--- src/rtl/ascon_seq_ctrl_pkg.sv ---
// Shared types for the Ascon-128 sequencing controller: datapath op codes,
// FSM state encoding and default round counts.
package ascon_ctrl_pkg;

  localparam int unsigned PA_DEF = 12;
  localparam int unsigned PB_DEF = 6;

  // OP_NONE is the idle/reset encoding; it is never strobed with dp_op_vld.
  typedef enum logic [2:0] {
    OP_NONE       = 3'd0,
    OP_LOAD_INIT  = 3'd1,
    OP_KEY_TAIL   = 3'd2,
    OP_ABSORB_AD  = 3'd3,
    OP_DOM_SEP    = 3'd4,
    OP_ABSORB_TXT = 3'd5,
    OP_KEY_FINAL  = 3'd6
  } dp_op_e;

  typedef enum logic [3:0] {
    S_IDLE,
    S_LOAD,
    S_INIT_P,
    S_INIT_K,
    S_WAIT_AD,
    S_ABS_AD,
    S_AD_P,
    S_DSEP,
    S_WAIT_TXT,
    S_ABS_TXT,
    S_TXT_P,
    S_FIN_K,
    S_FIN_P,
    S_TAG_K,
    S_TAG,
    S_DONE
  } ctrl_state_e;

  // An n-round permutation uses the last n round constants of p^a.
  function automatic logic [3:0] first_round_idx(int unsigned pa, logic [3:0] n);
    return 4'(pa) - n;
  endfunction

endpackage

--- src/rtl/ascon_seq_ctrl_if.sv ---
// Block/tag handshake and datapath strobe bundle between the sequencing
// controller (master) and the register front-end/datapath (slave).
interface ascon_seq_ctrl_if;
  import ascon_ctrl_pkg::*;

  logic       blk_valid;
  logic       blk_ready;
  logic       blk_is_ad;
  logic       blk_last;
  logic       tag_valid;
  logic       tag_ready;
  dp_op_e     dp_op;
  logic       dp_op_vld;
  logic       round_en;
  logic [3:0] round_idx;

  modport master (
    input  blk_valid, blk_is_ad, blk_last, tag_ready,
    output blk_ready, tag_valid, dp_op, dp_op_vld, round_en, round_idx
  );

  modport slave (
    output blk_valid, blk_is_ad, blk_last, tag_ready,
    input  blk_ready, tag_valid, dp_op, dp_op_vld, round_en, round_idx
  );

endinterface

--- src/rtl/ascon_seq_ctrl_round_cnt.sv ---
// Permutation round sequencer: after a load pulse, runs n_rounds consecutive
// round_en cycles with round_idx stepping up to PA_ROUNDS-1.
module ascon_round_cnt
  import ascon_ctrl_pkg::*;
#(
  parameter int unsigned PA_ROUNDS = PA_DEF
) (
  input  logic       clk_in,
  input  logic       reset_int,
  input  logic       load,
  input  logic       clear,
  input  logic [3:0] n_rounds,
  output logic       round_en,
  output logic [3:0] round_idx,
  output logic       last_round
);

  localparam logic [3:0] LAST_IDX = 4'(PA_ROUNDS - 1);

  // NOTE: all state here uses non-blocking assignments so round_en/round_idx
  // are clean flops that the FSM can sample in the same edge without races.
  always_ff @(posedge clk_in) begin
    if (reset_int || clear) begin
      round_en  <= 1'b0;
      round_idx <= '0;
    end else if (load) begin
      round_en  <= 1'b1;
      round_idx <= first_round_idx(PA_ROUNDS, n_rounds);
    end else if (round_en) begin
      if (round_idx == LAST_IDX) begin
        round_en  <= 1'b0;
        round_idx <= '0;
      end else begin
        round_idx <= round_idx + 4'd1;
      end
    end
  end

  assign last_round = round_en && (round_idx == LAST_IDX);

endmodule

--- src/rtl/ascon_seq_ctrl.sv ---
// Ascon-128 AEAD phase sequencer: meters data blocks, issues datapath op
// strobes, drives the round counter and raises done/irq on completion.
module ascon_seq_ctrl
  import ascon_ctrl_pkg::*;
#(
  parameter int unsigned PA_ROUNDS = PA_DEF,
  parameter int unsigned PB_ROUNDS = PB_DEF
) (
  input  logic              clk_in,
  input  logic              reset_int,
  input  logic              start,
  input  logic              abort,
  input  logic              irq_en,
  ascon_seq_ctrl_if.master  bus,
  output logic              busy,
  output logic              done,
  output logic              err,
  output logic              irq
);

  ctrl_state_e state;
  logic        last_q;
  logic        rc_load;
  logic [3:0]  rc_n;
  logic        last_round;

  // The counter is loaded during the one-cycle state preceding each *_P state,
  // so its first round_en cycle coincides with entry into that state.
  always_comb begin
    rc_load = 1'b0;
    rc_n    = 4'(PB_ROUNDS);
    if (!abort) begin
      case (state)
        S_LOAD, S_FIN_K: begin
          rc_load = 1'b1;
          rc_n    = 4'(PA_ROUNDS);
        end
        S_ABS_AD:  rc_load = 1'b1;
        S_ABS_TXT: rc_load = !last_q;
        default:   rc_load = 1'b0;
      endcase
    end
  end

  ascon_round_cnt #(.PA_ROUNDS(PA_ROUNDS)) u_round_cnt (
    .clk_in     (clk_in),
    .reset_int  (reset_int),
    .load       (rc_load),
    .clear      (abort),
    .n_rounds   (rc_n),
    .round_en   (bus.round_en),
    .round_idx  (bus.round_idx),
    .last_round (last_round)
  );

  always_ff @(posedge clk_in) begin
    if (reset_int) begin
      state         <= S_IDLE;
      last_q        <= 1'b0;
      bus.dp_op     <= OP_NONE;
      bus.dp_op_vld <= 1'b0;
      bus.blk_ready <= 1'b0;
      bus.tag_valid <= 1'b0;
      busy          <= 1'b0;
      done          <= 1'b0;
      err           <= 1'b0;
      irq           <= 1'b0;
    end else begin
      bus.dp_op_vld <= 1'b0;
      done          <= 1'b0;
      irq           <= done & irq_en;
      if (abort) begin
        state         <= S_IDLE;
        bus.blk_ready <= 1'b0;
        bus.tag_valid <= 1'b0;
        busy          <= 1'b0;
      end else begin
        case (state)
          S_IDLE: if (start) begin
            state         <= S_LOAD;
            bus.dp_op     <= OP_LOAD_INIT;
            bus.dp_op_vld <= 1'b1;
            busy          <= 1'b1;
            err           <= 1'b0;
          end
          S_LOAD: state <= S_INIT_P;
          S_INIT_P: if (last_round) begin
            state         <= S_INIT_K;
            bus.dp_op     <= OP_KEY_TAIL;
            bus.dp_op_vld <= 1'b1;
          end
          S_INIT_K: begin
            state         <= S_WAIT_AD;
            bus.blk_ready <= 1'b1;
          end
          // A text block seen here is left pending for WAIT_TXT: the
          // front-end only treats it as taken once an absorb op follows.
          S_WAIT_AD: if (bus.blk_valid) begin
            bus.blk_ready <= 1'b0;
            bus.dp_op_vld <= 1'b1;
            if (bus.blk_is_ad) begin
              state     <= S_ABS_AD;
              bus.dp_op <= OP_ABSORB_AD;
              last_q    <= bus.blk_last;
            end else begin
              state     <= S_DSEP;
              bus.dp_op <= OP_DOM_SEP;
            end
          end
          S_ABS_AD: state <= S_AD_P;
          S_AD_P: if (last_round) begin
            if (last_q) begin
              state         <= S_DSEP;
              bus.dp_op     <= OP_DOM_SEP;
              bus.dp_op_vld <= 1'b1;
            end else begin
              state         <= S_WAIT_AD;
              bus.blk_ready <= 1'b1;
            end
          end
          S_DSEP: begin
            state         <= S_WAIT_TXT;
            bus.blk_ready <= 1'b1;
          end
          S_WAIT_TXT: if (bus.blk_valid) begin
            bus.blk_ready <= 1'b0;
            if (bus.blk_is_ad) begin
              state <= S_IDLE;
              busy  <= 1'b0;
              err   <= 1'b1;
            end else begin
              state         <= S_ABS_TXT;
              bus.dp_op     <= OP_ABSORB_TXT;
              bus.dp_op_vld <= 1'b1;
              last_q        <= bus.blk_last;
            end
          end
          S_ABS_TXT: if (last_q) begin
            state         <= S_FIN_K;
            bus.dp_op     <= OP_KEY_FINAL;
            bus.dp_op_vld <= 1'b1;
          end else begin
            state <= S_TXT_P;
          end
          S_TXT_P: if (last_round) begin
            state         <= S_WAIT_TXT;
            bus.blk_ready <= 1'b1;
          end
          S_FIN_K: state <= S_FIN_P;
          S_FIN_P: if (last_round) begin
            state         <= S_TAG_K;
            bus.dp_op     <= OP_KEY_FINAL;
            bus.dp_op_vld <= 1'b1;
          end
          S_TAG_K: begin
            state         <= S_TAG;
            bus.tag_valid <= 1'b1;
          end
          S_TAG: if (bus.tag_ready) begin
            state         <= S_DONE;
            bus.tag_valid <= 1'b0;
            done          <= 1'b1;
          end
          S_DONE: begin
            state <= S_IDLE;
            busy  <= 1'b0;
          end
          default: state <= S_IDLE;
        endcase
      end
    end
  end

endmodule
--- src/flat_wrapper.sv ---
// flat-port wrapper written by rule: the top's interface ports become plain ports
module ascon_seq_ctrl_flat import ascon_ctrl_pkg::*;
#(
  parameter int unsigned PA_ROUNDS = PA_DEF,
  parameter int unsigned PB_ROUNDS = PB_DEF
)
  (clk_in, reset_int, start, abort, irq_en, busy, done, err, irq, bus_blk_valid, bus_blk_is_ad, bus_blk_last, bus_tag_ready, bus_blk_ready, bus_tag_valid, bus_dp_op, bus_dp_op_vld, bus_round_en, bus_round_idx);
  ascon_seq_ctrl_if bus_i ();
  input  logic clk_in;
  input  logic reset_int;
  input  logic start;
  input  logic abort;
  input  logic irq_en;
  output logic busy;
  output logic done;
  output logic err;
  output logic irq;
  input wire logic [$bits(bus_i.blk_valid)-1:0] bus_blk_valid;
  input wire logic [$bits(bus_i.blk_is_ad)-1:0] bus_blk_is_ad;
  input wire logic [$bits(bus_i.blk_last)-1:0] bus_blk_last;
  input wire logic [$bits(bus_i.tag_ready)-1:0] bus_tag_ready;
  output wire logic [$bits(bus_i.blk_ready)-1:0] bus_blk_ready;
  output wire logic [$bits(bus_i.tag_valid)-1:0] bus_tag_valid;
  output wire logic [$bits(bus_i.dp_op)-1:0] bus_dp_op;
  output wire logic [$bits(bus_i.dp_op_vld)-1:0] bus_dp_op_vld;
  output wire logic [$bits(bus_i.round_en)-1:0] bus_round_en;
  output wire logic [$bits(bus_i.round_idx)-1:0] bus_round_idx;
  assign bus_i.blk_valid = bus_blk_valid;
  assign bus_i.blk_is_ad = bus_blk_is_ad;
  assign bus_i.blk_last = bus_blk_last;
  assign bus_i.tag_ready = bus_tag_ready;
  assign bus_blk_ready = bus_i.blk_ready;
  assign bus_tag_valid = bus_i.tag_valid;
  assign bus_dp_op = bus_i.dp_op;
  assign bus_dp_op_vld = bus_i.dp_op_vld;
  assign bus_round_en = bus_i.round_en;
  assign bus_round_idx = bus_i.round_idx;
  ascon_seq_ctrl #(.PA_ROUNDS(PA_ROUNDS), .PB_ROUNDS(PB_ROUNDS)) u_core (.clk_in(clk_in), .reset_int(reset_int), .start(start), .abort(abort), .irq_en(irq_en), .bus(bus_i), .busy(busy), .done(done), .err(err), .irq(irq));
endmodule
--- config.mk ---
export PLATFORM = sky130hd
export DESIGN_NAME = ascon_seq_ctrl_flat
export DESIGN_NICKNAME = d
export VERILOG_FILES = /design/src/rtl/ascon_seq_ctrl_pkg.sv /design/src/rtl/ascon_seq_ctrl_if.sv /design/src/rtl/ascon_seq_ctrl_round_cnt.sv /design/src/rtl/ascon_seq_ctrl.sv /design/src/flat_wrapper.sv
export SDC_FILE = /design/constraint.sdc
export NUM_CORES = 1
export LEC_CHECK = 0
export BUFFER_PORTS_ARGS = -buffer_cell sky130_fd_sc_hd__clkbuf_2
export CAP_MARGIN = 20
export CORE_MARGIN = 4
export CORE_UTILIZATION = 57
export CTS_BUF_LIST = sky130_fd_sc_hd__clkbuf_2 sky130_fd_sc_hd__clkbuf_4 sky130_fd_sc_hd__clkbuf_8
export DETAILED_ROUTE_END_ITERATION = 7
export PLACE_DENSITY_LB_ADDON = 0.05
export SLEW_MARGIN = 20
export SYNTH_ARGS = -nofsm -noshare
export SYNTH_HDL_FRONTEND = slang
export SYNTH_HIERARCHICAL = 1
export SYNTH_SLANG_ARGS = --single-unit
--- constraint.sdc ---
create_clock -name clk_in -period 2.9 [get_ports clk_in]
set_input_delay 0 -clock clk_in [delete_from_list [all_inputs] [get_ports clk_in]]
set_output_delay 0 -clock clk_in [all_outputs]
set_load 0.03 [all_outputs]
Word-level counts from Yosys, hierarchy flattened

Cells that the tools add are included.

Add/sub/neg operators: 2
Equal/unequal tests: 31
Multiplexer cells: 63
Bitwise operators: 3
Reduce and logical (&&, ||, !) cells: 25

Operators by type and width:

| cell                                                   | number |
|---|---|
| one-hot mux 4 bit (16 select lines)                    | 1 |
| two-way mux 4 bit                                      | 14 |
| equality test 4 bit (second input constant)            | 9 |
| two-way mux 3 bit                                      | 10 |
| two-way mux 1 bit                                      | 28 |
| one-hot mux 3 bit (7 select lines)                     | 1 |
| equality test 4 x 3 -> 1 bit (second input constant)   | 4 |
| inequality test 2 bit (second input constant)          | 8 |
| inequality test 2 x 1 -> 1 bit (second input constant) | 7 |
| AND reduction 11 bit                                   | 1 |
| AND reduction 5 bit                                    | 2 |
| OR reduction 2 bit                                     | 5 |
| equality test 4 x 2 -> 1 bit (second input constant)   | 2 |
| one-hot mux 1 bit (2 select lines)                     | 4 |
| AND reduction 8 bit                                    | 1 |
| nonzero test 2 bit                                     | 4 |
| nonzero test 7 bit                                     | 1 |
| one-hot mux 1 bit (6 select lines)                     | 1 |
| AND reduction 6 bit                                    | 1 |
| OR reduction 3 bit                                     | 2 |
| adder 4 x 1 -> 4 bit (second input constant)           | 1 |
| equality test 4 x 1 -> 1 bit (second input constant)   | 1 |
| logical NOT 4 bit                                      | 1 |
| two-way mux 2 bit                                      | 2 |
| other kinds (12)                                       | 13 |

Register bits: 20
Input port bits: 9
Output and inout bits: 15
Logic and storage cells: 136

Logic depth before layout (Yosys ltp)

Depth in word-level cells: 6
Mapped depth: 11

Modules after synthesis

The synthesis kept the hierarchy.

Modules (own cells, without submodules):

| module          | times used | cells an instance | area each (um^2) | sequential area each (um^2) |
|---|---|---|---|---|
| ascon_seq_ctrl  | 1          | 136               | 1,148.6          | 300.3 |
| ascon_round_cnt | 1          | 38                | 354.1            | 100.1 |

Worst setup path after synthesis

No wires, ideal clock.

Kind: register to register
Start: register u_core.u_round_cnt.round_idx[0]
End: register u_core.bus.dp_op[1]
Setup time: 121 ps
Arrival: 2,047 ps
Setup slack: 732 ps
Cell stages (with the launch flop): 8
Clock period less this slack: 2,168 ps
Cells stage by stage: dfxtp_1 ha_1 nand2_1 nor3_1 a21boi_0 o32ai_4 nand3b_4 mux2_4

Cells in the longest elaborated chain, start to end: 4
Elaborated cells between the ends (all ways): 6
Those cells by class: 4 x eq/ne; 2 x reduce/logical

RTL lines:

| item                                            | RTL line                       | text |
|---|---|---|
| start: declaration                              | ascon_seq_ctrl_round_cnt.sv:14 | `output logic [3:0] round_idx,` |
| start signal: assignment                        | ascon_seq_ctrl_round_cnt.sv:28 | `round_idx <= first_round_idx(PA_ROUNDS, n_rounds);` |
| start signal: assignment                        | ascon_seq_ctrl_round_cnt.sv:34 | `round_idx <= round_idx + 4'd1;` |
| equality test 4 bit (*)                         | ascon_seq_ctrl_round_cnt.sv:39 | `assign last_round = round_en && (round_idx == LAST_IDX);` |
| logical AND 1 bit (*)                           | ascon_seq_ctrl_round_cnt.sv:39 |  |
| named net u_core.last_round                     | ascon_seq_ctrl.sv:25           | `logic last_round;` |
| inequality test 2 x 1 -> 1 bit (no source line) | --                             |  |
| AND reduction 11 bit (no source line) (*)       | --                             |  |
| end signal: assignment                          | ascon_seq_ctrl.sv:60           | `bus.dp_op <= OP_NONE;` |
| end signal: assignment                          | ascon_seq_ctrl.sv:81           | `bus.dp_op <= OP_LOAD_INIT;` |
| end signal: assignment                          | ascon_seq_ctrl.sv:89           | `bus.dp_op <= OP_KEY_TAIL;` |
| end: declaration                                | ascon_seq_ctrl_if.sv:19        | `output blk_ready, tag_valid, dp_op, dp_op_vld, round_en, round_idx` |

Mark *: on every way through the listed nets, which the timed path passes. The rest lies on a longest branch.
A chain may end at the register's enable or synchronous reset.

Worst setup path in the final report

Start: register u_core.u_round_cnt.round_idx[0]
End: register u_core.bus.dp_op[2]

The elaborated chain is that of the path after synthesis.

==> results.yml <==
status:
  status: "completed"
hold_path:
  hold_depth: 3
  worstHoldEndpoint: "u_core/bus.dp_op_vld"
  hp-class: "in2reg"
  min_from: "bus_blk_valid"
global_routing:
  grt_max_degree: 17
  first_global_vias: 1286
  antenna_found_initial: 0
  grt_use_total: 0.227
  grt_pass1_wl_um: 6170
  grt-ovfl-total: 0
setup_path:
  r2r_start: "u_core/u_round_cnt/round_idx[0]"
  cp.depth: 7
  r2r_cells: 7
  worstPathRequired_ns: 3.12
  path_cells: "ha_1 > nand2_1 > nor3_1 > a21boi_0 > o32ai_4 > nand3b_4 > mux2_4"
  path_class: "reg2reg"
  arrival_ns: 2.44
  critical-path-top-delay-family: "simple AND/OR/NAND/NOR gates"
  slowest_delay_ns: 0.51
  regToRegSetupSlack_ns: 0.68
  critPathBufInv: 0
  timing.rr.end: "u_core/bus.dp_op[2]"
  crit_path_top_delay_cell: "nor3_1"
  startpoint_type: "flop"
  cp-end-kind: "flop"
  path_max_fanout: 5
timing:
  period_needed_ns: 2.22
  fmax_mhz: 451
  fin_skew_ns: 0.0127
  slew_viol_final: 0
  worst_pin_slew_ns: 0.689
  finalCritPeriodShare: 0.765
  slew_headroom: 0.540
  rsz0062_at_grt: "false"
  tns_ns: 0
  setup_violations: 0
  hold_violations: 0
  post-route-worst-setup-slack_ns: 0.682
drt:
  drtIter0Drc: 109
  wl_per_cell_um: 16.0
  vias: 1400
  final_antenna_net_count: 0
  vias_per_cell: 6.11
  route.detailed.drc: 0
  first_pass_iters: 4
  routed_wl_um: 3650
synthesis:
  synth_fa_ha_area_frac: 0.0167
  syn_avg_cell_area_um2: 8.64
  synthTopCellsByCount: "20 x dfxtp_1, 16 x nand2_1, 13 x nor2_1, 9 x inv_1"
  synth_mux_area_frac: 0.0466
  synth_top_family_by_area: "simple AND/OR/NAND/NOR gates"
  synthTopCellsByArea: "dfxtp_1 27%, nand2_1 4.0%, xor2_1 3.5%"
  synth_most_common_cell: "dfxtp_1"
  synth_top_area_share: 0.266
  syn_inst: 174
  post_synth_num_cell_types: 61
  synth_xor_xnor_area_share: 0.0408
  ys.flop_type: "dfxtp_1"
  synth-edff-count: 0
  ys_seq_area_frac: 0.266
  syn-cell-area_um2: 1500
  synth-compound-area-share: 0.262
  ys_ff_latch: 20
  synth-simple-area-share: 0.271
  async_flop_share: 0
  ys_warn_count: 6
  yosysTopAreaCell: "dfxtp_1"
place:
  dp_cells: 221
  hpwl_um: 2630
  place.gp.congestion: 0.905
  place_ws_ns: 0.689
  place.port_buffers: 23
clocking:
  clk_latency_ns: 0.31
  cts_buffers: 3
  cts_tree: "built"
  clock-sinks: 20
  cts.path.max_buffers: 2
  root_buffer: "clkbuf_4"
  cts-htree-levels: 1
  cts_resized: 0
  cts.clk_slew.worst_paths_ns: 0.13
flow_run:
  maxCapViolCount: 0
die:
  initial_core_util: 0.601
  io_pins: 24
  dieArea_um2: 3520
  die_y_um: 59.3
  die_w_um: 59.3
  rows: 18
  core_um2: 2500
cells_and_area:
  area_growth_pct: 12.2
  instances_no_fill: 229
  fin_nets: 211
  layout.area.seq_um2: 400
  drive_gt1_frac: 0.246
  antenna_cells: 0
  fill_cells: 208
  multiInputGateArea_um2: 972
power_and_ir_drop:
  p_per_area_nw_per_um2: 373
  power_uw: 629
  ir_drop_v: 0.000254
  p_leak_uw: 0.000700
[flip-flops by register name, summed over array words and instances, names as in the netlist]
| register | count |
|---|---|
| u_core/err | 1 |
| u_core/u_round_cnt/round_en | 1 |
| u_core/u_round_cnt/round_idx | 4 |
| u_core/irq | 1 |
| u_core/bus.blk_ready | 1 |
| u_core/bus.dp_op_vld | 1 |
| u_core/bus.dp_op | 3 |
| u_core/busy | 1 |
| u_core/done | 1 |
| u_core/last_q | 1 |
| u_core/state | 4 |
| u_core/bus.tag_valid | 1 |
[cell usage in the layout, fill, tap and decap left out, types with 2 or more instances in the layout]
| cell | netlist | routed |
|---|---|---|
| nand3b_1 | 2 | 2 |
| dlygate4sd3_1 | 0 | 4 |
| clkbuf_4 | 0 | 3 |
| conb_1 | 2 | 4 |
| buf_4 | 1 | 4 |
| mux2_4 | 2 | 2 |
| nand2_1 | 16 | 16 |
| nand3_1 | 3 | 3 |
| nor2_1 | 13 | 13 |
| a2bb2oi_1 | 2 | 2 |
| mux2i_1 | 4 | 4 |
| o22a_1 | 3 | 3 |
| a211oi_1 | 2 | 2 |
| nor3_2 | 2 | 2 |
| o21ai_0 | 5 | 5 |
| nand4b_1 | 2 | 2 |
| nor2b_1 | 4 | 4 |
| dfxtp_1 | 20 | 20 |
| a21oi_1 | 7 | 7 |
| ha_1 | 2 | 2 |
| nor3_1 | 7 | 7 |
| a31oi_1 | 5 | 5 |
| inv_1 | 9 | 9 |
| nand2b_1 | 4 | 4 |
| nor2_2 | 3 | 3 |
| xor2_1 | 6 | 6 |
| clkbuf_2 | 0 | 23 |
| and3_1 | 3 | 3 |
| o22ai_1 | 3 | 3 |
[metal layers]
metal  track usage  share of wire
met1         0.309           0.45
met2         0.365           0.48
met3        0.0327          0.065
met4        0.0712          0.010
met5             0              0
[per-stage QoR]
step           instance area (µm²)  utilization  hold slack (ns)
2_1_floorplan                 1510            -           0.0689
3_3_place_gp                  1590        0.637            0.230
3_5_place_dp                  1590        0.637            0.238
4_1_cts                       1690        0.674           0.0225
5_1_grt                       1690        0.674           0.0454
6_report                      1690        0.674           0.0315
[repair_timing]
| item | 4_1_cts | 5_1_grt |
|---|---|---|
| hold buffers | 4 | 0 |
| setup buffers | 0 | 0 |
| hold endpoints to repair | 4 | 0 |
[logic make-up (layout without fill, tap and decap cells)]
family	Yosys count	after routing
AOI/OAI and AO/OA	45	45
xor gates and xnor gates	7	7
adders and majority gates	2	2
buffers and inverters	22	45
DFF	20	20
muxes	6	6
other	2	4
and+or+nand+nor	70	70
[how the worst max path moves through the flow]
stage                                    startpoint                   to  slack (ns)
floorplan           u_core/u_round_cnt/round_idx[0]  u_core/bus.dp_op[1]        0.73
global placement    u_core/u_round_cnt/round_idx[0]  u_core/bus.dp_op[2]        0.81
detailed placement  u_core/u_round_cnt/round_idx[0]  u_core/bus.dp_op[2]        0.69
CTS                 u_core/u_round_cnt/round_idx[0]  u_core/bus.dp_op[2]        0.69
global route        u_core/u_round_cnt/round_idx[0]  u_core/bus.dp_op[1]        0.47
finish              u_core/u_round_cnt/round_idx[0]  u_core/bus.dp_op[2]        0.68
[cell type report]
class                           count  area share
Inverter                           10      0.0223
Clock inverter                      1      0.0178
Tap cell                           30      0.0223
Multi-Input combinational cell    134       0.577
Timing Repair Buffer               31       0.110
Clock buffer                        3      0.0134
Sequential cell                    20       0.238
[worst min-delay path: cells and delay by family]
kind            cells  cell delay [ns]
compound gates      1             0.08
simple gates        1             0.09
buf+inv             1             0.15
[power breakdown]
part,total [µW],internal (µW),switching [µW]
Sequential,291,281,10.5
Combinational,103,42.1,60.4
Clock,235,140,94.7
(Power assumes the default switching activity.)
